$ cat config.mk
export PLATFORM = sky130hd
export DESIGN_NAME = if_fetch_ctrl
export DESIGN_NICKNAME = d
export VERILOG_FILES = /design/src/rtl/if_fetch_ctrl.sv
export SDC_FILE = /design/constraint.sdc
export NUM_CORES = 1
export LEC_CHECK = 0
export ABC_AREA = 0
export ABC_CLOCK_PERIOD_IN_PS = 3400
export CORE_MARGIN = 5
export CORE_UTILIZATION = 39
export CTS_CLUSTER_DIAMETER = 60
export DETAILED_ROUTE_END_ITERATION = 7
export PLACE_DENSITY_LB_ADDON = 0.12
export SLEW_MARGIN = 20
export SYNTH_ARGS = -nofsm -noshare
export SYNTH_HDL_FRONTEND = slang
export SYNTH_SLANG_ARGS = --single-unit
export TNS_END_PERCENT = 10
$ cat constraint.sdc
create_clock -name clk -period 3.4 [get_ports clk]
set_input_delay 0.68 -clock clk [delete_from_list [all_inputs] [get_ports clk]]
set_output_delay 0.68 -clock clk [all_outputs]
set_load 0.02 [all_outputs]
$ cat src/rtl/if_fetch_ctrl.sv
// Instruction-fetch controller: owns the fetch PC, issues one memory
// request at a time, drops responses from a redirected path and holds the
// fetched instruction until decode accepts it.
module if_fetch_ctrl #(
  parameter int              ADDR_W   = 32,
  parameter int              DATA_W   = 32,
  parameter logic [ADDR_W-1:0] RESET_PC = '0
) (
  input  logic              clk,
  input  logic              rst,
  input  logic              jump,
  input  logic [ADDR_W-1:0] jump_addr,
  input  logic              stall,
  output logic              mem_req,
  output logic [ADDR_W-1:0] mem_addr,
  input  logic              mem_gnt,
  input  logic              mem_rvalid,
  input  logic [DATA_W-1:0] mem_rdata,
  output logic [ADDR_W-1:0] pc,
  output logic              inst_valid,
  output logic [DATA_W-1:0] inst,
  output logic [ADDR_W-1:0] inst_pc
);

  typedef enum logic [1:0] {
    BOOT,
    REQ,
    WAIT,
    OUT
  } state_t;

  state_t            state;
  state_t            state_next;
  logic [ADDR_W-1:0] pc_next;
  logic              kill;
  logic              kill_next;
  logic              valid_next;
  logic              capture;

  // The request and its address follow state and pc with no added latency.
  assign mem_req  = (state == REQ);
  assign mem_addr = pc;

  // Control state, fetch PC, discard flag and output-valid registers.
  always_ff @(posedge clk or posedge rst) begin
    if (rst) begin
      state      <= BOOT;
      pc         <= RESET_PC;
      kill       <= 1'b0;
      inst_valid <= 1'b0;
    end else begin
      state      <= state_next;
      pc         <= pc_next;
      kill       <= kill_next;
      inst_valid <= valid_next;
    end
  end

  // Next-state logic; a jump wins over every other event in every state.
  always_comb begin
    state_next = state;
    pc_next    = pc;
    kill_next  = kill;
    valid_next = inst_valid;
    capture    = 1'b0;
    case (state)
      BOOT: begin
        state_next = REQ;
        if (jump) pc_next = jump_addr;
      end
      REQ: begin
        if (jump) begin
          pc_next = jump_addr;
          if (mem_gnt) begin
            kill_next  = 1'b1;
            state_next = WAIT;
          end
        end else if (mem_gnt) begin
          state_next = WAIT;
        end
      end
      WAIT: begin
        if (mem_rvalid) begin
          if (jump || kill) begin
            kill_next  = 1'b0;
            state_next = REQ;
            if (jump) pc_next = jump_addr;
          end else begin
            capture    = 1'b1;
            valid_next = 1'b1;
            pc_next    = pc + ADDR_W'(1);
            state_next = OUT;
          end
        end else if (jump) begin
          pc_next   = jump_addr;
          kill_next = 1'b1;
        end
      end
      OUT: begin
        if (jump) begin
          valid_next = 1'b0;
          pc_next    = jump_addr;
          state_next = REQ;
        end else if (!stall) begin
          valid_next = 1'b0;
          state_next = REQ;
        end
      end
      default: begin
        state_next = BOOT;
      end
    endcase
  end

  // Output instruction register, loaded only when a live response arrives.
  always_ff @(posedge clk or posedge rst) begin
    if (rst) begin
      inst    <= '0;
      inst_pc <= '0;
    end else if (capture) begin
      inst    <= mem_rdata;
      inst_pc <= pc;
    end
  end

endmodule

==> results_dict.tcl <==
set metrics [dict create \
    port_buffers 199 \
    cts_resized 0 \
    slew_viol_final 0 \
    grt_antenna_before_repair 0 \
    setup_viol 0 \
    drv_cap 0 \
    hpwl_mm 9.99 \
    synthFlopType "dfrtp_1" \
    synth_area_mm2 0.00488 \
    syn_inst 415 \
    setup.worst_path.start_class "input port" \
    first_iter_violations 177 \
    synthSimpleGateAreaFrac_pct 12.4 \
    p_comb_share_pct 40.5 \
    synth_top_family_by_area "multiplexers" \
    ys_types 56 \
    peakVddDrop_mv 0.339 \
    dr.pass1.iters 4 \
    wirelength_mm 13.3 \
    hold_depth 1 \
    clk_pin_slew_ns 0.06 \
    critPathKind "input port to register" \
    cp_max_fo 13 \
    fin_area_mm2 0.00707 \
    fin_crit_ns 2.58 \
    drive_gt1_share_pct 17.2 \
    pwr-share-clk_pct 21.5 \
    synth_edf_count 0 \
    hold_viol 0 \
    cts_tree "yes" \
    gp_congestion 0.795 \
    reg2reg_from "state[0]$_DFFE_PP0P_" \
    grt_max_degree 66 \
    place_area_mm2 0.00679 \
    r2r_cells 7 \
    crit_required_ns 3.64 \
    syn_area_per_cell_um2 11.8 \
    worstHoldStart "inst[1]$_DFFE_PP0P_" \
    r2r_slack_ns 1.10 \
    rows 40 \
    yosysTopAreaCellShare_pct 51.3 \
    hold_end "inst[1]$_DFFE_PP0P_" \
    cts_made_buffers 9 \
    synth_compound_area_share_pct 11.2 \
    dieHeight_um 122 \
    synth.area.mux_share_pct 15.0 \
    diodes 0 \
    hp-class "register to register" \
    grt_pass1_wl_mm 21.4 \
    die_x_um 122 \
    syn-num-nets 490 \
    status "complete, no violations" \
    power_switching_mw 1.53 \
    clockRootBuffer "clkbuf_16" \
    clk_path_buf_depth 2 \
    fillers 1061 \
    cts_max_level 3 \
    worstMarginPinSlew_ns 0.749 \
    yosysSeqAreaShare_pct 51.3 \
    power.total_mw 4.66 \
    hold_buffers 0 \
    yosys.area.top_type "dfrtp_1" \
    fmax_mhz 388 \
    core_mm2 0.0121 \
    yosysWarnings 0 \
    slew-limit-headroom_pct 50.0 \
    synth-adder-area-share_pct 1.28 \
    nNetsFinal 651 \
    power.density_mw_per_mm2 659 \
    internal_power_mw 3.13 \
    grt_pass1_vias 4009 \
    die_area_mm2 0.0148 \
    insertion_delay_ns 0.34 \
    start_util_pct 40.3 \
    pwr-share-seq_pct 38.0 \
    vias 3895 \
    wire_per_inst_um 17.8 \
    synth_area_leaders "dfrtp_1 51%, mux2_2 15%, buf_4 5.1%" \
    area_growth_pct 45.0 \
    cts.sinks 100 \
    p_sw_share_pct 32.9 \
    worstSetupEndpointType "register" \
    leakage_nw 3.01 \
    rsz0062_at_grt "no" \
    grt_overflow 0 \
    tns_ns 0 \
    drcViolationCount 0 \
    fin_crit_sh_pct 75.8 \
    cts_setup_buffers 0 \
    synthArstFlopShare_pct 100 \
    r2r-end "mem_addr[15]$_DFF_PP0_" \
    synth_seq_cells 100 \
    via_per_inst 5.21 \
    synth_xor_area_share_pct 0.180 \
    ant_nets 0 \
    io_pins 200 \
    worstPathArrival_ns 2.82 \
    track_usage_pct 18.2 \
    fin_skew_ns 0.00383 \
]
layer usage:
layer / track usage (%) / vias to the layer above / share of wire [%]
li1: - / 1820 / -
met1: 23.4 / 1901 / 42
met2: 29.5 / 160 / 48
met3: 4.83 / 14 / 8.4
met4: 6.58 / 0 / 1.6
met5: 0 / - / 0
Yosys cell counts, drive strengths merged (9+ instances only):
cell type	count
nand3	10
a211oi	14
inv	21
dfrtp	100
and3	12
a221oi	9
nor2	25
nor3	13
buf	44
nand2	15
mux2	64
placed cells by master (no fill, tap or decap), types with 9 or more instances in the layout:
cell type and n:
clkdlybuf4s50_1 199, dfrtp_1 100, mux2_2 64, nor2_1 24, inv_1 20, nand2_1 15, a211oi_1 14, and3_1 11
nand3_1 9, nor3_1 9, clkbuf_16 9
logic make-up (layout without fill, tap and decap cells):
kind of cell / after synthesis / after routing
AO/OA/AOI/OAI: 69 / 69
XOR/XNOR: 1 / 1
adder cells (fa/ha/maj): 5 / 5
buffers and inverters: 73 / 238
flip-flops: 100 / 100
multiplexers: 65 / 65
AND/OR/NAND/NOR: 102 / 102
worst max-delay path: stages:
cell	delay (ns)
clkdlybuf4s50_1	0.51
and4bb_1	0.60
and4_1	0.46
nor4b_4	0.27
nor3_1	0.07
a211oi_1	0.23
cell type report:
class / count / area, um2 / share of cell area, %
tap: 168 / 210 / 2.97
multi-input combinational: 242 / 1960 / 27.6
timing repair buffer: 202 / 2040 / 28.8
clock buffer: 13 / 250 / 3.54
sequential: 100 / 2500 / 35.4
inverter: 21 / 81.3 / 1.15
clock inverter: 2 / 35.0 / 0.495
state kept, by name, summed over array words and instances, names as in the netlist:
signal,count
inst,32
inst_pc,32
mem_addr,32
state,2
inst_valid,1
kill,1
worst max-delay path by stage:
stage / from / endpoint / slack (ns)
floorplan: rst / inst[0]$_DFFE_PP0P_ / 0.10
finish: jump / mem_addr[19]$_DFF_PP0_ / 0.82
detailed placement: jump / mem_addr[19]$_DFF_PP0_ / 0.49
global route: jump / mem_addr[19]$_DFF_PP0_ / 0.60
CTS: jump / mem_addr[19]$_DFF_PP0_ / 0.83
global placement: jump / mem_addr[19]$_DFF_PP0_ / 0.54
through the flow:
| stage | hold WS (ns) | util, % | setup WS, ns | instances |
|---|---|---|---|---|
| floorplan | 0.555 | - | 0.101 | 415 |
| global placement | 0.488 | 56.1 | 0.537 | 733 |
| detailed placement | 0.494 | 56.1 | 0.486 | 733 |
| CTS | 0.509 | 58.4 | 0.834 | 748 |
| global route | 0.516 | 58.4 | 0.597 | 748 |
| finish | 0.504 | 58.4 | 0.821 | 748 |
power groups by stage:
stage / sequential (mW) / clock, mW / combinational [mW]
after floorplan: 2.17 / 0 / 0.601
after global placement: 1.78 / 0 / 1.89
after detailed placement: 1.80 / 0 / 1.91
after CTS: 1.78 / 1.04 / 1.92
after global routing: 1.83 / 1.09 / 2.00
final: 1.77 / 1.00 / 1.89
Note: power is estimated with default switching activity, not from simulation.
